### config.mk
export PLATFORM = sky130hd
export DESIGN_NAME = muldiv_iter
export DESIGN_NICKNAME = d
export VERILOG_FILES = /design/src/rtl/muldiv_pkg.sv /design/src/rtl/muldiv_operand_prep.sv /design/src/rtl/muldiv_iter.sv
export SDC_FILE = /design/constraint.sdc
export NUM_CORES = 1
export LEC_CHECK = 0
export CAP_MARGIN = 10
export CORE_MARGIN = 3
export CORE_UTILIZATION = 65
export CTS_CLUSTER_DIAMETER = 150
export DETAILED_ROUTE_END_ITERATION = 8
export PLACE_DENSITY_LB_ADDON = 0.15
export SETUP_SLACK_MARGIN = 0.3
export SYNTH_ARGS = -nofsm -noshare
export SYNTH_HDL_FRONTEND = slang
export SYNTH_SLANG_ARGS = --single-unit
### constraint.sdc
create_clock -name clk -period 4.65 [get_ports clk]
set_clock_uncertainty 0.05 [all_clocks]
set_input_delay 1.395 -clock clk [delete_from_list [all_inputs] [get_ports clk]]
set_output_delay 1.395 -clock clk [all_outputs]
set_load 0.1 [all_outputs]
### src/rtl/muldiv_pkg.sv
// Shared definitions for the iterative RV32M multiply/divide unit (muldiv_iter).
// Optional feature macro used by the top: MULDIV_EARLY_OUT_EN.
package muldiv_pkg;

    localparam int XLEN  = 32;
    localparam int ITERS = 32;

    typedef enum logic [2:0] {
        F3_MUL    = 3'b000,
        F3_MULH   = 3'b001,
        F3_MULHSU = 3'b010,
        F3_MULHU  = 3'b011,
        F3_DIV    = 3'b100,
        F3_DIVU   = 3'b101,
        F3_REM    = 3'b110,
        F3_REMU   = 3'b111
    } funct3_e;

    typedef enum logic [1:0] {
        ST_IDLE = 2'd0,
        ST_CALC = 2'd1,
        ST_FIX  = 2'd2,
        ST_DONE = 2'd3
    } state_e;

    // Upper half of the funct3 space is the divide/remainder group.
    function automatic logic is_div(input logic [2:0] f);
        return f[2];
    endfunction

    function automatic logic is_signed_a(input logic [2:0] f);
        return (f == F3_MULH) || (f == F3_MULHSU) || (f == F3_DIV) || (f == F3_REM);
    endfunction

    function automatic logic is_signed_b(input logic [2:0] f);
        return (f == F3_MULH) || (f == F3_DIV) || (f == F3_REM);
    endfunction

endpackage

### src/rtl/muldiv_operand_prep.sv
// Operand conditioning for muldiv_iter: sign extraction and magnitude per funct3.
// Purely combinational; the top registers the outputs when an op is accepted.
module muldiv_operand_prep import muldiv_pkg::*; (
    input  logic [2:0]      funct3,
    input  logic [XLEN-1:0] a,
    input  logic [XLEN-1:0] b,
    output logic [XLEN-1:0] a_mag,
    output logic [XLEN-1:0] b_mag,
    output logic            sign_a,
    output logic            sign_b,
    output logic            b_zero
);

    // Magnitudes stay XLEN wide: -0x80000000 wraps back to 0x80000000, which is
    // exactly the unsigned magnitude.
    always_comb begin
        sign_a = is_signed_a(funct3) & a[XLEN-1];
        sign_b = is_signed_b(funct3) & b[XLEN-1];
        a_mag  = sign_a ? (~a + 1'b1) : a;
        b_mag  = sign_b ? (~b + 1'b1) : b;
        b_zero = (b == '0);
    end

endmodule

### src/rtl/muldiv_iter.sv
// Iterative radix-2 RV32M multiply/divide unit feeding the register file write port.
// Optional macro MULDIV_EARLY_OUT_EN: divide-by-zero, signed overflow and multiply
// by zero bypass the 32 iteration cycles (IDLE -> FIX -> DONE).
module muldiv_iter #(
    parameter int XLEN  = 32,
    parameter int CNT_W = 6
) (
    input  logic            clk,
    input  logic            rst_n,
    input  logic            start,
    input  logic            flush,
    input  logic [2:0]      funct3,
    input  logic [XLEN-1:0] rs1_val,
    input  logic [XLEN-1:0] rs2_val,
    input  logic [4:0]      rd_in,
    output logic            busy,
    output logic            done,
    output logic [XLEN-1:0] result,
    output logic [4:0]      rd_out,
    output logic            wer
);
    import muldiv_pkg::*;

    localparam logic [1:0] IDLE = ST_IDLE;
    localparam logic [1:0] CALC = ST_CALC;
    localparam logic [1:0] FIX  = ST_FIX;
    localparam logic [1:0] DONE = ST_DONE;

    logic [1:0]        state;
    logic              pend;       // operands captured, datapath not yet started
    logic [2:0]        op;
    logic              sign_a_q, sign_b_q, b_zero_q, early_q;
    logic [XLEN-1:0]   a_mag_q, b_mag_q;
    logic [2*XLEN-1:0] acc;        // mul: {hi, multiplier}; div: {rem, quo}
    logic [CNT_W-1:0]  cnt;

    logic [XLEN-1:0]   a_mag, b_mag;
    logic              sign_a, sign_b, b_zero;
    logic              accept, early_hit;

    muldiv_operand_prep u_prep (
        .funct3 (funct3),
        .a      (rs1_val),
        .b      (rs2_val),
        .a_mag  (a_mag),
        .b_mag  (b_mag),
        .sign_a (sign_a),
        .sign_b (sign_b),
        .b_zero (b_zero)
    );

    assign accept = (state == IDLE) && !pend && start && !flush;

`ifdef MULDIV_EARLY_OUT_EN
    // Detect operand patterns whose result needs no iteration.
    always_comb begin
        if (is_div(funct3))
            early_hit = b_zero ||
                        (is_signed_a(funct3) && (rs1_val == {1'b1, {(XLEN-1){1'b0}}}) &&
                         (rs2_val == '1));
        else
            early_hit = (rs1_val == '0) || b_zero;
    end
`else
    assign early_hit = 1'b0;
`endif

    logic [XLEN:0]     mul_sum;
    logic [XLEN:0]     div_shift;
    logic [XLEN+1:0]   div_trial;
    logic [2*XLEN-1:0] acc_step;

    // One radix-2 step: shift-add for multiply, restoring trial subtract for divide.
    always_comb begin
        // NOTE: every always_comb output gets a default first so no path leaves it
        // unassigned and a latch cannot be inferred.
        acc_step  = acc;
        mul_sum   = {1'b0, acc[2*XLEN-1:XLEN]} + (acc[0] ? {1'b0, b_mag_q} : '0);
        div_shift = acc[2*XLEN-1:XLEN-1];
        div_trial = {1'b0, div_shift} - {2'b00, b_mag_q};
        if (is_div(op)) begin
            if (!div_trial[XLEN+1])
                acc_step = {div_trial[XLEN-1:0], acc[XLEN-2:0], 1'b1};
            else
                acc_step = {div_shift[XLEN-1:0], acc[XLEN-2:0], 1'b0};
        end else begin
            acc_step = {mul_sum, acc[XLEN-1:1]};
        end
    end

    logic              neg_ab;
    logic [2*XLEN-1:0] prod;
    logic [XLEN-1:0]   quo, rem, fix_val;

    // Sign correction and result-word selection used in FIX.
    always_comb begin
        neg_ab = sign_a_q ^ sign_b_q;
        prod   = neg_ab ? -acc : acc;
        // Divide by zero always yields all ones, independent of the dividend sign.
        quo    = b_zero_q ? '1 : (neg_ab ? -acc[XLEN-1:0] : acc[XLEN-1:0]);
        rem    = sign_a_q ? -acc[2*XLEN-1:XLEN] : acc[2*XLEN-1:XLEN];
        case (op)
            F3_MUL:                       fix_val = prod[XLEN-1:0];
            F3_MULH, F3_MULHSU, F3_MULHU: fix_val = prod[2*XLEN-1:XLEN];
            F3_DIV, F3_DIVU:              fix_val = quo;
            default:                      fix_val = rem;
        endcase
    end

    // Control FSM plus operand, accumulator and result registers.
    always_ff @(posedge clk or negedge rst_n) begin
        // NOTE: state is updated with non-blocking assignments so every flop samples
        // pre-edge values regardless of statement order; the whole datapath is a
        // handful of registers, so all of it is reset.
        if (!rst_n) begin
            state    <= IDLE;
            pend     <= 1'b0;
            op       <= '0;
            sign_a_q <= 1'b0;
            sign_b_q <= 1'b0;
            b_zero_q <= 1'b0;
            early_q  <= 1'b0;
            a_mag_q  <= '0;
            b_mag_q  <= '0;
            acc      <= '0;
            cnt      <= '0;
            result   <= '0;
            rd_out   <= '0;
        end else if (flush) begin
            state <= IDLE;
            pend  <= 1'b0;
        end else begin
            case (state)
                IDLE: begin
                    // The capture cycle lets the first step run from registered
                    // magnitudes instead of the register-file read path.
                    if (pend) begin
                        pend <= 1'b0;
                        if (early_q) begin
                            state <= FIX;
                            if (!is_div(op))
                                acc <= '0;
                            else if (b_zero_q)
                                acc <= {a_mag_q, {XLEN{1'b1}}};
                            else
                                acc <= {{XLEN{1'b0}}, a_mag_q};
                        end else begin
                            state <= CALC;
                            acc   <= {{XLEN{1'b0}}, a_mag_q};
                        end
                    end else if (accept) begin
                        pend     <= 1'b1;
                        op       <= funct3;
                        rd_out   <= rd_in;
                        sign_a_q <= sign_a;
                        sign_b_q <= sign_b;
                        b_zero_q <= b_zero;
                        early_q  <= early_hit;
                        a_mag_q  <= a_mag;
                        b_mag_q  <= b_mag;
                        cnt      <= '0;
                    end
                end
                CALC: begin
                    acc <= acc_step;
                    cnt <= cnt + 1'b1;
                    if (cnt == CNT_W'(ITERS - 1))
                        state <= FIX;
                end
                FIX: begin
                    result <= fix_val;
                    state  <= DONE;
                end
                default: state <= IDLE;
            endcase
        end
    end

    assign busy = pend || (state == CALC) || (state == FIX);
    assign done = (state == DONE) && !flush;
    assign wer  = done;

endmodule

==> flow_metrics.tcl <==
set metrics [dict create \
    grt_pass1_wl_um 74300 \
    rsz0062_at_grt "false" \
    avgRoutedWirePerCell_um 20.0 \
    die_x_um 159 \
    post_synth_inst_count 1948 \
    gp_congestion 0.985 \
    worstReg2RegStart "acc[31]$_DFFE_PN0P_" \
    cts_setup_buffers 0 \
    holdPathStages 2 \
    synth.area.top_cells "dfrtp_1 30%, o21ai_0 7.6%, nand2_1 6.4%" \
    overflow 0 \
    clkLatencyLatePin_ps 450 \
    htreeDepth 4 \
    synthesis.nets 2099 \
    report.final.setup_viol 0 \
    grt_antenna_before_repair 0 \
    worst_setup_path_start_kind "register" \
    crit_buf_inv 2 \
    power.density_nw_per_um2 848 \
    max_freq_ghz 0.248 \
    synth-edff-count 0 \
    cts_resized 0 \
    p_sw_mw 8.02 \
    antenna_cells 0 \
    rrSetupSlack_ps 760 \
    hp-class "register to register" \
    grt_usage 0.360 \
    worstPathCellList "inv_1 -> ha_1 -> or3_1 -> clkdlybuf4s50_1" \
    hpwlAfterDp_um 34300 \
    relSlewSlack 0.264 \
    crit_type "register to output port" \
    avgViaCountPerCell 6.50 \
    num_rows 55 \
    hold_viol 0 \
    pwr-share-clk 0.103 \
    p_int_mw 6.57 \
    crit_required_ps 3200 \
    async_flop_share 1.00 \
    cts_sinks 180 \
    dieArea_um2 25200 \
    drtPass1Iterations 7 \
    cp_max_fo 6 \
    grt_pass1_vias 14333 \
    outcome "complete, no violations" \
    synth-seq-cells 180 \
    core-area_um2 22800 \
    swShare 0.550 \
    synth_cell_types 86 \
    syn_to_final_growth_pct 13.5 \
    final_cells 2325 \
    place_inst 2293 \
    min_from "result[8]$_DFFE_PN0P_" \
    synth_ff_type "dfrtp_1" \
    ys_seq_area_frac 0.297 \
    peakVddDrop_uv 558 \
    antenna_left 0 \
    cts-root-buf "clkbuf_16" \
    p_leak_nw 7.53 \
    wl_um 46500 \
    fin_setup_tns_ps 0 \
    fin_crit_sh 0.866 \
    whs_endpoint "result[8]$_DFFE_PN0P_" \
    slew_viol_final 0 \
    maxCapViolations 0 \
    portBuffers 115 \
    ff2ff_path_depth 14 \
    seqPwrFrac 0.207 \
    ys_warn_count 0 \
    synth_top_area_cell "dfrtp_1" \
    fin_nets 2150 \
    grt_max_degree 75 \
    slowest_delay_ps 980 \
    die_y_um 159 \
    end_kind "output port" \
    reg2reg_to "acc[62]$_DFFE_PN0P_" \
    cts_tree "yes" \
    drt_iter0_drc 1862 \
    route.detailed.drc 0 \
    period_needed_ps 4030 \
    n_fill_cell 1751 \
    cp_slowest_cell "clkdlybuf4s50_1" \
    start_util 0.666 \
    cts_buffer_depth 2 \
    numCtsBuffers 17 \
    combinationalPowerShare 0.691 \
    tightestPinTransition_ps 1100 \
    post_cts_hold_buffer_count 0 \
    synth_top_cell_area_share 0.297 \
    io_pins 116 \
    avgSynthCellArea_um2 7.78 \
    vias 15108 \
    path_clk_slew_ps 80 \
    cp_data_arrival_time_ps 2580 \
    syn_area_um2 15200 \
    critical-path-top-delay-family "buffers and inverters" \
    drive_gt1_frac 0.0646 \
]
## registers in the layout, summed over array words and instances, names as in the netlist
signal and flops:
state 2, acc 64, cnt 6, result 32, sign_b_q 1, b_mag_q 32, op 3, sign_a_q 1
rd_out 5, b_zero_q 1, a_mag_q 32, pend 1
## cells in the mapped netlist (16+ instances only)
cell type and number:
a21o_1 32, a21oi_1 157, a31oi_1 16, clkbuf_1 111, dfrtp_1 180, ha_1 73, inv_1 63, mux2i_1 53
nand2_1 257, nand2b_1 21, nand3_1 21, nor2_1 185, nor3_1 32, nor4_1 17, o21ai_0 230, o31ai_1 19
xnor2_1 108, xor2_1 94
## tightest hold or removal path: cells and delay by family (launching register included)
kind            cells  cell delay (ps)
flops               1              340
simple gates        1               50
compound gates      1               60
## worst max path at each step
stage	from	endpoint	slack (ps)	depth (start not counted)
final	state[1]$_DFFE_PN0P_	busy	620	4
after global routing	acc[49]$_DFFE_PN0P_	acc[39]$_DFFE_PN0P_	480	11
after CTS	state[1]$_DFFE_PN0P_	busy	610	4
after detailed placement	rs1_val[2]	a_mag_q[28]$_DFFE_PN0P_	390	10
after global placement	rs1_val[2]	a_mag_q[30]$_DFFE_PN0P_	480	10
after floorplan	flush	wer	350	3
## cell families after synthesis
family | count (synthesis) | synth area share
muxes | 57 | 0.0380
and+or+nand+nor | 637 | 0.194
adders and majority gates | 75 | 0.0629
buffers and inverters | 196 | 0.0501
xor gates and xnor gates | 202 | 0.117
AOI/OAI and AO/OA | 601 | 0.242
DFF | 180 | 0.297
## layer usage
metal,wire length (µm),track usage,vias to the layer above
met5,0,0,-
met4,1840,0.149,0
met3,4120,0.0527,152
met2,20800,0.568,815
met1,19700,0.498,7142
li1,-,-,6999
## per-stage QoR
step	instance area [µm²]	total power, mW	setup WS (ps)	utilization	hold slack (ps)
global placement	16600	12.5	478	0.729	409
floorplan	15200	10.2	353	-	394
CTS	17200	14.3	609	0.755	436
detailed placement	16600	12.8	386	0.729	420
global route	17200	15.5	480	0.755	459
finish	17200	14.6	623	0.755	432
## layout by cell type (no fill, tap or decap), types with 13 or more instances in the layout
master and count:
a31oi_1 16, nor3_1 32, buf_4 48, nand2b_1 21, o31ai_1 19, ha_1 73
o21ai_0 230, o221ai_1 14, nor2_1 184, nand4_1 15, inv_1 63, dfrtp_1 179
nand2_1 257, mux2i_1 53, nor4_1 17, nand3_1 21, clkdlybuf4s50_1 112, xnor2_1 108
clkbuf_16 17, and2_1 13, xor2_1 93, a21oi_1 157, a21o_1 31, or3_1 14
## final cells by class
type | instances | area, µm² | area share
Multi-Input combinational cell | 1572 | 9920 | 0.577
Sequential cell | 180 | 4510 | 0.262
Timing Repair Buffer | 164 | 1550 | 0.0902
Clock buffer | 18 | 429 | 0.0249
Tap cell | 313 | 392 | 0.0228
Inverter | 64 | 240 | 0.0140
Clock inverter | 14 | 161 | 0.00938
## power groups by stage
| stage | sequential [mW] | clock [mW] | combinational [mW] |
|---|---|---|---|
| floorplan | 3.74 | 0 | 6.45 |
| global placement | 2.97 | 0 | 9.53 |
| detailed placement | 3.01 | 0 | 9.74 |
| CTS | 2.99 | 1.50 | 9.82 |
| global route | 3.10 | 1.55 | 10.8 |
| finish | 3.02 | 1.50 | 10.1 |
(Power assumes the default switching activity.)
